### src/rtl/wrap_counter_pkg.sv
// Shared encodings for the wrap_counter_n LED position counter.
package wrap_counter_pkg;

    typedef enum logic [1:0] {
        MODE_WRAP   = 2'b00,
        MODE_BOUNCE = 2'b01,
        MODE_SAT    = 2'b10,
        MODE_HOLD   = 2'b11
    } mode_e;

    localparam logic DIR_UP   = 1'b1;
    localparam logic DIR_DOWN = 1'b0;

endpackage

### src/rtl/wrap_counter_n_tick_prescaler.sv
// Divide-by-(div+1) tick generator; counts only while run is high.
module tick_prescaler #(
    parameter int DIV_W = 27
) (
    input  logic             clk,
    input  logic             rst,
    input  logic             run,
    input  logic             clr,
    input  logic [DIV_W-1:0] div,
    output logic             tick
);

    logic [DIV_W-1:0] cnt_reg;
    logic             tick_reg;

    // >= rather than == so a div lowered below the running count restarts at once
    always_ff @(posedge clk or posedge rst) begin
        if (rst) begin
            cnt_reg  <= '0;
            tick_reg <= 1'b0;
        end else if (clr) begin
            cnt_reg  <= '0;
            tick_reg <= 1'b0;
        end else if (run) begin
            if (cnt_reg >= div) begin
                cnt_reg  <= '0;
                tick_reg <= 1'b1;
            end else begin
                cnt_reg  <= cnt_reg + 1'b1;
                tick_reg <= 1'b0;
            end
        end else begin
            tick_reg <= 1'b0;
        end
    end

    assign tick = tick_reg;

endmodule

### src/rtl/wrap_counter_n.sv
// Bounded up/down position counter with wrap, bounce and saturate modes,
// a built-in tick prescaler, synchronous load and a boundary-event pulse.
module wrap_counter_n
    import wrap_counter_pkg::*;
#(
    parameter int WIDTH = 8,
    parameter int DIV_W = 27
) (
    input  logic             clk,
    input  logic             rst,
    input  logic             en,
    input  logic             pause,
    input  logic             direction,
    input  logic [1:0]       mode,
    input  logic [WIDTH-1:0] lo,
    input  logic [WIDTH-1:0] hi,
    input  logic [WIDTH-1:0] step,
    input  logic [DIV_W-1:0] div,
    input  logic             load,
    input  logic [WIDTH-1:0] load_val,
    output logic [WIDTH-1:0] count,
    output logic             dir_state,
    output logic             tick,
    output logic             evt,
    output logic             err
);

    logic [WIDTH-1:0] count_reg, count_next;
    logic             dir_reg, dir_next;
    logic             event_reg, event_next;
    logic             err_reg;
    mode_e            mode_q_reg;
    mode_e            mode_cur;
    logic             run, tick_raw;

    assign mode_cur = mode_e'(mode);
    assign run      = en & ~pause & ~err_reg;

    tick_prescaler #(.DIV_W(DIV_W)) u_prescaler (
        .clk  (clk),
        .rst  (rst),
        .run  (run),
        .clr  (load),
        .div  (div),
        .tick (tick_raw)
    );

    // One extra bit so count+step and lo+step cannot overflow silently
    logic [WIDTH:0]   up_sum, lo_sum;
    logic [WIDTH-1:0] inc_sat, dec_sat, load_clamped;
    logic             in_range, entering, up;

    assign up_sum   = {1'b0, count_reg} + {1'b0, step};
    assign lo_sum   = {1'b0, lo} + {1'b0, step};
    assign inc_sat  = (up_sum > {1'b0, hi}) ? hi : up_sum[WIDTH-1:0];
    assign dec_sat  = ({1'b0, count_reg} < lo_sum) ? lo : (count_reg - step);
    assign in_range = (count_reg >= lo) && (count_reg <= hi);

    assign load_clamped = (load_val < lo) ? lo : ((load_val > hi) ? hi : load_val);

    // Bounce keeps its own direction, seeded from the input on entry to the mode
    assign entering = (mode_cur == MODE_BOUNCE) && (mode_q_reg != MODE_BOUNCE);
    assign up       = (mode_cur == MODE_BOUNCE) ? (entering ? direction : dir_reg) : direction;

    always_comb begin
        count_next = count_reg;
        dir_next   = up;
        event_next = 1'b0;
        if (run && tick_raw && (mode_cur != MODE_HOLD)) begin
            if (!in_range) begin
                count_next = up ? lo : hi;
                event_next = 1'b1;
            end else if (step != '0) begin
                case (mode_cur)
                    MODE_WRAP: begin
                        if (up) begin
                            if (up_sum > {1'b0, hi}) begin
                                count_next = lo;
                                event_next = 1'b1;
                            end else begin
                                count_next = up_sum[WIDTH-1:0];
                            end
                        end else if ({1'b0, count_reg} < lo_sum) begin
                            count_next = hi;
                            event_next = 1'b1;
                        end else begin
                            count_next = count_reg - step;
                        end
                    end
                    MODE_BOUNCE: begin
                        if (up) begin
                            if (count_reg == hi) begin
                                dir_next   = DIR_DOWN;
                                count_next = dec_sat;
                                event_next = 1'b1;
                            end else begin
                                count_next = inc_sat;
                            end
                        end else if (count_reg == lo) begin
                            dir_next   = DIR_UP;
                            count_next = inc_sat;
                            event_next = 1'b1;
                        end else begin
                            count_next = dec_sat;
                        end
                    end
                    MODE_SAT: begin
                        count_next = up ? inc_sat : dec_sat;
                        event_next = (count_next != count_reg) && (count_next == (up ? hi : lo));
                    end
                    default: begin
                        count_next = count_reg;
                    end
                endcase
            end
        end
    end

    always_ff @(posedge clk or posedge rst) begin
        if (rst) begin
            count_reg  <= '0;
            dir_reg    <= DIR_UP;
            event_reg  <= 1'b0;
            err_reg    <= 1'b0;
            mode_q_reg <= MODE_WRAP;
        end else begin
            err_reg <= (lo > hi);
            if (load) begin
                count_reg  <= load_clamped;
                dir_reg    <= direction;
                event_reg  <= 1'b0;
                mode_q_reg <= mode_cur;
            end else if (err_reg) begin
                event_reg <= 1'b0;
            end else begin
                count_reg  <= count_next;
                dir_reg    <= dir_next;
                event_reg  <= event_next;
                mode_q_reg <= mode_cur;
            end
        end
    end

    // An update landing on the edge that raises err must not leak a visible pulse
    assign count     = count_reg;
    assign dir_state = dir_reg;
    assign tick      = tick_raw & ~err_reg;
    assign evt       = event_reg & ~err_reg;
    assign err       = err_reg;

endmodule

### config.mk
export PLATFORM = sky130hd
export DESIGN_NAME = wrap_counter_n
export DESIGN_NICKNAME = d
export VERILOG_FILES = /design/src/rtl/wrap_counter_pkg.sv /design/src/rtl/wrap_counter_n_tick_prescaler.sv /design/src/rtl/wrap_counter_n.sv
export SDC_FILE = /design/constraint.sdc
export NUM_CORES = 1
export LEC_CHECK = 0
export CAP_MARGIN = 10
export CORE_UTILIZATION = 53
export CTS_CLUSTER_DIAMETER = 50
export DETAILED_ROUTE_END_ITERATION = 12
export PLACE_DENSITY = 0.79
export SETUP_SLACK_MARGIN = 0.4
export SLEW_MARGIN = 20
export SYNTH_ARGS = -nofsm -noshare
export SYNTH_HDL_FRONTEND = slang
export SYNTH_SLANG_ARGS = --single-unit
### constraint.sdc
create_clock -name clk -period 3.9 [get_ports clk]
set_clock_uncertainty 0.2 [all_clocks]
set_input_delay 0.78 -clock clk [delete_from_list [all_inputs] [get_ports clk]]
set_output_delay 0.78 -clock clk [all_outputs]
set_load 0.01 [all_outputs]
[Yosys cells after proc, flatten, opt, wreduce, memory -nomap -nowiden]
Index checks and enable logic that the tools add are counted.
Word-level totals
  bits of input ports: 67
  output and inout port bits: 12
  word-level logic and storage cells: 95
  flip-flop bits (word level): 41
Operators by class
  reduce and logical (&&, ||, !) cells: 10
  equality and inequality tests: 11
  $lt $le $gt $ge: 8
  add/subtract/negate cells: 4
  muxes and demuxes: 49
  bitwise operators: 6
Operator list (count)
  $mux 8: 18
  $mux 27: 3
  $add 27x1->27 const B: 1
  $ge 27x27->1: 1
  $eq 8x8->1: 3
  $mux 1: 24
  $pmux 8 s3: 1
  $add 8x8->9: 2
  $gt 8x8->1: 2
  $gt 9x8->1: 1
  $lt 8x9->1: 1
  $ge 8x8->1: 1
  $le 8x8->1: 1
  $lt 8x8->1: 1
  $ne 8x8->1: 1
  $reduce_bool 8->1: 1
  $sub 8x8->8: 1
  $logic_and 1x1->1: 5
  $ne 5x2->1 const B: 1
  $and 1x1->1: 4
  $mux 2: 2
  $ne 2x2->1 const B: 2
  $reduce_and 4->1: 1
  $reduce_bool 2->1: 2
  other kinds (7): 8

[Depth between registers and ports, before layout]
Gate-level depths: netlist (run 1).
  word-level depth: 13
  mapped depth: 22
  mapped depth without buffers: 19

[Cells and area by module]
Synthesis (run 1) repeated with hierarchy kept, for this count alone.
Unflattened totals
  cells, all modules: 921
  area total of the unflattened synthesis: 7140.6 sq um
Modules (own cells, without submodules)
  wrap_counter_n: cells an instance 598, instances 1, area an instance 4644.5 sq um, seq. area each 326.6 sq um
  tick_prescaler: cells an instance 323, instances 1, area an instance 2496.1 sq um, seq. area each 700.7 sq um

[Worst setup path before layout (run 1)]
Ideal clock, no wire load.
  path type: input to register
  start: input port lo[0]
  end: register count_reg[1], in the netlist count[1]
  cell stages on the path: 19
  library setup time: 0.126 ns
  data arrival time: 4.203 ns
  path slack: -0.629 ns
  data required time: 3.574 ns
  path buffers: 3
  cell sequence: ha_1 -> fa_1 -> a211oi_1 -> nor2_1 -> o21ai_0 -> nand2b_1 -> xnor2_1 -> ha_1 -> o21a_1 -> o21ai_0 -> a221oi_1 -> and3_1 -> clkbuf_1 -> buf_4 -> clkbuf_1 -> o211ai_1 -> a21oi_1 -> a21oi_1 -> a221o_1
On the way
  word-level cells in the longest chain between the ends: 11
  elaborated cells between the ends (all ways): 23
  classes of those cells: add/sub (1); order compare (3); eq/ne (3); mux (14); reduce/logical (2)
Ends and longest elaborated chain
  start: declaration: line wrap_counter_n.sv:15  | input logic [WIDTH-1:0] lo,
  $add 8x8->9: line wrap_counter_n.sv:54  | assign lo_sum = {1'b0, lo} + {1'b0, step};
  $lt 8x9->1: line wrap_counter_n.sv:56, wrap_counter_n.sv:83
  $mux 8: line wrap_counter_n.sv:56  | assign dec_sat = ({1'b0, count_reg} < lo_sum) ? lo : (count_reg - step);
  $mux 8 (on tied branches): line wrap_counter_n.sv:99, wrap_counter_n.sv:92
  $mux 8: line wrap_counter_n.sv:91  | if (up) begin
  $pmux 8 s3: line wrap_counter_n.sv:74  | case (mode_cur)
  $mux 8: line wrap_counter_n.sv:73  | end else if (step != '0) begin
  $mux 8: line wrap_counter_n.sv:70  | if (!in_range) begin
  $mux 8: line wrap_counter_n.sv:69  | if (run && tick_raw && (mode_cur != MODE_HOLD)) begin
  $mux 8: line wrap_counter_n.sv:133  | end else if (err_reg) begin
  $mux 8: line wrap_counter_n.sv:128  | if (load) begin
  end signal: assignment: line wrap_counter_n.sv:129  | count_reg <= load_clamped;
  end signal: assignment: line wrap_counter_n.sv:136  | count_reg <= count_next;
  end: declaration: line wrap_counter_n.sv:28  | logic [WIDTH-1:0] count_reg, count_next;
Several ways; a longest one is shown, not always the timed one. The select of a mux whose other input is x is not followed.
A chain may end at the register's enable or synchronous reset.

[Final worst setup path (run 1)]
  start: input port step[0]
  end: register event_reg
On the way
  word-level cells in the longest chain between the ends: 12
  elaborated cells between the ends (all ways): 21
  classes of those cells: add/sub (3); order compare (2); eq/ne (2); mux (12); reduce/logical (2)
Ends and longest elaborated chain
  start: declaration: line wrap_counter_n.sv:17  | input logic [WIDTH-1:0] step,
  $add 8x8->9 (on tied branches): line wrap_counter_n.sv:54, wrap_counter_n.sv:53
  $lt 8x9->1 / $gt 9x8->1 (equally long branches)
  $mux 8 (on tied branches): line wrap_counter_n.sv:56, wrap_counter_n.sv:55
  $mux 8: line wrap_counter_n.sv:108  | count_next = up ? inc_sat : dec_sat;
  $ne 8x8->1 / $eq 8x8->1 (equally long branches): line wrap_counter_n.sv:109  | event_next = (count_next != count_reg) && (count_next == (up ? hi : lo));
  $logic_and 1x1->1: line wrap_counter_n.sv:109
  $pmux 1 s3: line wrap_counter_n.sv:74
  $mux 1 (*): line wrap_counter_n.sv:73
  $mux 1 (*): line wrap_counter_n.sv:70
  $mux 1 (*): line wrap_counter_n.sv:69
  $mux 1 (*): line wrap_counter_n.sv:133
  $mux 1 (*): line wrap_counter_n.sv:128
  end signal: assignment: line wrap_counter_n.sv:138  | event_reg <= event_next;
  end: declaration: line wrap_counter_n.sv:30  | logic event_reg, event_next;
Mark *: on every way between the ends. The rest lies on a longest branch, timed or not.

==> flow_summary.json, run 1 <==
{
  "hold_buffers": 0,
  "die_area_sq_um": 12800,
  "rsz0062_at_grt": "true",
  "drc_errors": 0,
  "die_h_um": 113,
  "synth.area.mux_share": 0.0481,
  "p_sw_mw": 1.40,
  "wl_per_cell_um": 21.4,
  "syn_to_final_growth_pct": 45.9,
  "synthTopCellsByCount": "ha_1, nand2_1, inv_1, o21ai_0, a21oi_1",
  "seq_power_share": 0.144,
  "firstDrtPassIters": 6,
  "synth.most_common_cell": "ha_1",
  "synth_simple_gate_area_share": 0.193,
  "gr-total-overflow": 0,
  "netlist_area_sq_um": 6540,
  "synth_top_family_by_area": "compound AO/OA/AOI/OAI gates",
  "htreeDepth": 2,
  "grt_antenna_before_repair": 0,
  "vias": 7878,
  "synth_top_area_frac": 0.209,
  "power_frac_comb": 0.701,
  "end_kind": "flip-flop",
  "hpwl_um": 18600,
  "setup.worst_path.class": "primary input to flip-flop",
  "cap_viol_max_count": 0,
  "synth_cell_types": 67,
  "cts_tree": "yes",
  "grt_max_degree": 42,
  "drt_iter0_drc": 802,
  "power.leakage_nw": 4.49,
  "rows": 40,
  "hold_violations": 0,
  "cp.arrival_ps": 4540,
  "synth-seq-area-share": 0.157,
  "crit_required_ps": 3880,
  "start_kind": "primary input",
  "violations": "negative setup slack",
  "fin_crit_sh": 1.17,
  "netlist_instances": 857,
  "core_region_area_sq_um": 12000,
  "synth_edf_count": 0,
  "synth-compound-area-share": 0.258,
  "grt_pass1_wl_um": 39500,
  "synth_warnings": 0,
  "place_congestion": 1.08,
  "r2r-start": "count[0]",
  "p_per_area_nw_per_um2": 343,
  "p_int_mw": 1.87,
  "synth_area_leaders": "ha_1, dfrtp_1, o21ai_0",
  "synth_xor_xnor_area_share": 0.0576,
  "cts_sinks": 41,
  "die_w_um": 113,
  "p_sw_frac": 0.429,
  "synthFlopType": "dfrtp_1",
  "cp-startpoint": "step[0]",
  "grt_pass1_vias": 7653,
  "track_usage": 0.401,
  "numCtsBuffers": 5,
  "crit_fanout": 5,
  "ys_seq_elements": 41,
  "slew-limit-headroom": 0.605,
  "async_reset_ff_frac": 1.00,
  "synth.net_count": 1036,
  "worstSkewPairLatency_ps": 300,
  "setup_viol": 9,
  "outcome": "finished, violations left",
  "largest_reg_flops": 27,
  "diodes": 0,
  "layout_setup_ws_ps": -655,
  "cts_root_buf": "clkbuf_16",
  "nets": 1263,
  "clk_pin_slew_worst_paths_ps": 70,
  "start_util": 0.544,
  "timing.fmax_ghz": 0.220,
  "hold_class": "flip-flop to flip-flop",
  "slew_viol_final": 0,
  "io_buffers": 78,
  "avgSynthCellArea_sq_um": 7.63,
  "clock_power_share": 0.154,
  "drive_gt1_frac": 0.281,
  "min_from": "mode_q_reg[1]",
  "drt-total-wl_um": 26300,
  "irDropWorstVdd_uv": 195,
  "finalCriticalPeriod_ps": 4550,
  "yosysTopAreaCell": "ha_1",
  "clk_path_buf_depth": 2,
  "post-route-util": 0.794,
  "worstMarginPinSlew_ps": 590,
  "vias_per_cell": 6.39,
  "place_ws_ps": -1400,
  "io_pins": 79,
  "ant_nets": 0,
  "synth_adder_area_share": 0.218
}
[worst max-delay path: stages]
cell,delay (ps)
buf_8,100
buf_6,110
ha_4,150
fa_2,390
a211oi_4,240
nor2_1,60
o21ai_1,170
nand2b_1,110
xnor2_1,140
ha_1,310
o21a_1,160
o21ai_2,70
a221oi_2,300
nand3_2,210
or3_1,380
o311a_1,180
xnor2_1,160
and3_1,180
nand4_1,90
o211a_1,220
[layout by cell type (no fill, tap or decap), types with 6 or more instances in the layout]
cell type and instances:
nand4_1 14, nand2b_1 9, o211ai_1 9, a21oi_1 49, inv_2 9, o21a_1 12
clkdlybuf4s50_1 56, dlymetal6s2s_1 6, nor2b_1 14, buf_6 16, mux2i_1 23, or3_1 9
o21ai_1 26, nand3_1 27, a21oi_2 8, o21ai_0 31, and3_1 6, xor2_1 9
ha_4 14, ha_1 91, o311ai_1 7, nand2_1 81, a21o_1 23, inv_1 68
xnor2_1 32, buf_4 157, dfrtp_1 37, nor2_1 51, dlygate4sd2_1 7, o21ai_2 9
nor3_1 13
[cells by family (layout without fill, tap and decap cells)]
group                      Yosys count  in the layout
and+or+nand+nor                    263            263
AOI/OAI and AO/OA                  255            255
adders and majority gates          112            112
buffers and inverters              112            340
xor gates and xnor gates            43             43
DFF                                 41             41
muxes                               31             31
[routing by layer]
metal | track usage | share of wire | vias to the layer above
li1 | - | - | 3557
met1 | 0.485 | 0.37 | 3622
met2 | 0.675 | 0.46 | 549
met3 | 0.0696 | 0.10 | 150
met4 | 0.224 | 0.065 | 0
met5 | 0 | 0 | -
[path summary, 6_finish.rpt]
path                                                to  slack (ps)  cells past startpoint
worst max-delay path                         event_reg        -650                     20
max in group asynchronous       u_prescaler.cnt_reg[0]        2320                      3
min in group asynchronous                     count[6]         740                      3
worst min register to register           mode_q_reg[1]         280                      2
worst max register to register               event_reg        -260                     18
worst min-delay path                     mode_q_reg[1]         280                      2
[cell type report]
| type | instances | area [sq um] |
|---|---|---|
| clock buffer | 5 | 125 |
| clock inverter | 3 | 43.8 |
| fill | 779 | 2480 |
| inverter | 78 | 300 |
| multi-input combinational | 704 | 5690 |
| sequential | 41 | 1030 |
| tap | 147 | 184 |
| timing repair buffer | 254 | 2160 |
[per-stage QoR]
stage / power (mW) / setup TNS [ps] / cell area [sq um] / cells / hold slack [ps]
floorplan: 1.62 / -2160 / 6670 / 857 / 241
global placement: 2.34 / -13040 / 8540 / 1191 / 262
detailed placement: 2.35 / -14980 / 8540 / 1191 / 270
CTS: 3.11 / -2640 / 9230 / 1226 / 284
global route: 3.44 / -6100 / 9530 / 1232 / 300
finish: 3.27 / -4470 / 9530 / 1232 / 282
[power by group through the flow]
stage | combinational [mW] | sequential, mW | clock [mW]
6_report | 2.29 | 0.471 | 0.505
5_1_grt | 2.44 | 0.473 | 0.520
4_1_cts | 2.14 | 0.470 | 0.500
3_5_place_dp | 1.87 | 0.477 | 0
3_3_place_gp | 1.86 | 0.477 | 0
2_1_floorplan | 1.13 | 0.492 | 0
[timing repair]
item | 4_1_cts | 5_1_grt
setup endpoints to repair | 36 | 37
cloned | 1 | 1
gates resized for setup | 121 | 63
pin swaps | 73 | 35
setup buffers | 26 | 5
Note: power is estimated with default switching activity, not from simulation.
==> inputs of run 2 (changes only) <==
--- a/config.mk
+++ b/config.mk
@@ -6,10 +6,12 @@
 export NUM_CORES = 1
 export LEC_CHECK = 0
 export CAP_MARGIN = 10
-export CORE_UTILIZATION = 53
+export CELL_PAD_IN_SITES_DETAIL_PLACEMENT = 1
+export CELL_PAD_IN_SITES_GLOBAL_PLACEMENT = 2
+export CORE_UTILIZATION = 31
 export CTS_CLUSTER_DIAMETER = 50
 export DETAILED_ROUTE_END_ITERATION = 12
-export PLACE_DENSITY = 0.79
+export PLACE_DENSITY_LB_ADDON = 0.1
 export SETUP_SLACK_MARGIN = 0.4
 export SLEW_MARGIN = 20
 export SYNTH_ARGS = -nofsm -noshare
==> flow_summary.json, run 2 (synthesized netlist as in run 1, its figures left out) <==
{
  "outcome": "finished, violations left",
  "violations": "negative setup slack",
  "use_met2": 0.522,
  "place_ws_ps": -1290,
  "fin_area_sq_um": 10500,
  "numCtsBuffers": 5,
  "hpwl_um": 24900,
  "r2r-start": "count[2]",
  "core_region_area_sq_um": 20400,
  "start_util": 0.320,
  "crit_family": "buffers and inverters",
  "critPathBufInv": 5,
  "crit_path_top_delay_cell": "clkdlybuf4s50_1",
  "gr-total-overflow": 0,
  "whs_endpoint": "mode_q_reg[1]",
  "firstDrtPassIters": 5,
  "irDropWorstVdd_uv": 193,
  "grt_max_degree": 31,
  "ant_nets": 0,
  "place_area_sq_um": 8980,
  "syn_to_final_growth_pct": 60.5,
  "wl_per_cell_um": 22.7,
  "slew-limit-headroom": 0.394,
  "track_usage": 0.291,
  "clk_pin_slew_worst_paths_ps": 80,
  "die_w_um": 147,
  "cap_viol_max_count": 0,
  "grt_busiest_layer": "met2",
  "io_pins": 79,
  "end_kind": "flip-flop",
  "start_kind": "primary input",
  "rsz0062_at_grt": "true",
  "drc_errors": 0,
  "fin_crit_sh": 1.12,
  "finalCriticalPeriod_ps": 4380,
  "setup_viol": 9,
  "grt_antenna_before_repair": 0,
  "nets": 1290,
  "crit_fanout": 4,
  "cts_root_buf": "clkbuf_16",
  "largest_reg_flops": 27,
  "hold_path_depth": 2,
  "cp.arrival_ps": 4370,
  "place_congestion": 1.02,
  "die_h_um": 147,
  "power.leakage_nw": 4.75,
  "worstMarginPinSlew_ps": 903,
  "crit_top_cell": "buf_4",
  "fillers": 2404,
  "rows": 52,
  "vias": 7726,
  "final_cell_mix": "buf_4, nand2_1, ha_1",
  "layout_commonest_cell": "buf_4",
  "fin_setup_tns_ps": -3380,
  "reg2reg_depth": 20,
  "drt_iter0_drc": 378,
  "grt_pass1_vias": 8429,
  "cts_sinks": 41,
  "worstSkewPairLatency_ps": 310,
  "cts_tree": "yes",
  "post-route-util": 0.513,
  "diodes": 0,
  "hold_violations": 0,
  "use_met3": 0.0363,
  "die_area_sq_um": 21700,
  "timing.fmax_ghz": 0.229,
  "grt_pass1_wl_um": 47800,
  "drive_gt1_frac": 0.353,
  "p_per_area_nw_per_um2": 339,
  "io_buffers": 78,
  "hold_buffers": 0,
  "crit_path_cell_trace": "clkdlybuf4s50_1, buf_4, ha_2, nand2b_4, o31ai_4, xnor2_2, ha_1, buf_4, o211ai_1, nand2_1, o21ai_1, o211ai_1, buf_4, buf_6, mux2i_1, o311a_4, xnor2_2, and3_1, nand4_1, o211a_1",
  "hold_class": "flip-flop to flip-flop",
  "clk_path_buf_depth": 2,
  "layout_setup_ws_ps": -475,
  "rrSetupSlack_ps": -360,
  "fin_total_pwr_mw": 3.56,
  "drt-total-wl_um": 31300,
  "slew_viol_final": 0,
  "crit_required_ps": 3900,
  "max_stage_delay_ps": 500,
  "htreeDepth": 2,
  "r2r-end": "event_reg",
  "setup.worst_path.class": "primary input to flip-flop",
  "min_from": "mode_q_reg[1]",
  "vias_per_cell": 5.59,
  "grt_use_met1": 0.347
}
## run 2: layout make-up
type	count	area, sq um	area share
well taps	270	338	0.0322
multi-input cells	704	6100	0.581
clock inverters	3	26.3	0.00251
inverters	78	305	0.0291
clock buffers	5	125	0.0119
repair buffers	281	2570	0.245
flip-flops and latches	41	1030	0.0983
## run 2: through the flow
| stage | hold slack (ps) | std cells |
|---|---|---|
| 6_report | 295 | 1382 |
| 4_1_cts | 294 | 1375 |
| 3_3_place_gp | 253 | 1346 |
| 5_1_grt | 327 | 1382 |
| 2_1_floorplan | 241 | 857 |
| 3_5_place_dp | 275 | 1346 |
## run 2: worst max-delay path by stage
stage                     end     from  slack [ps]  cells past startpoint
floorplan           event_reg    lo[0]        -390                     18
global placement    event_reg  step[1]       -1270                     20
detailed placement   count[0]  step[1]       -1290                     19
CTS                 event_reg  step[0]        -330                     20
global route        event_reg  step[3]        -640                     21
finish              event_reg  step[5]        -480                     20
## run 2: worst reg2reg max path: cells and delay by family, from the launching register on
family	cells	cell delay, ps
AOI/OAI and AO/OA	9	1470
xor gates and xnor gates	2	260
adders and majority gates	2	670
buffers and inverters	2	310
DFF	1	490
muxes	1	240
and+or+nand+nor	4	510
## run 2: what timing repair did
item                       CTS  global route
gates cloned                 3             0
setup buffers               18             7
gates resized for setup    182            90
hold endpoints to repair     0             0
pin swaps                  106            60
setup endpoints to repair   37            30
## run 2: where the power goes
group / internal (mW) / switching, mW / total [mW]
Clock: 0.246 / 0.231 / 0.477
Combinational: 1.29 / 1.31 / 2.60
Sequential: 0.444 / 0.0356 / 0.480
## run 2: routing by layer
metal  vias to the layer above  part of all wire
met2                       187              0.50
li1                       3633                 -
met5                         -                 0
met1                      3834              0.42
met3                        72             0.040
met4                         0             0.045
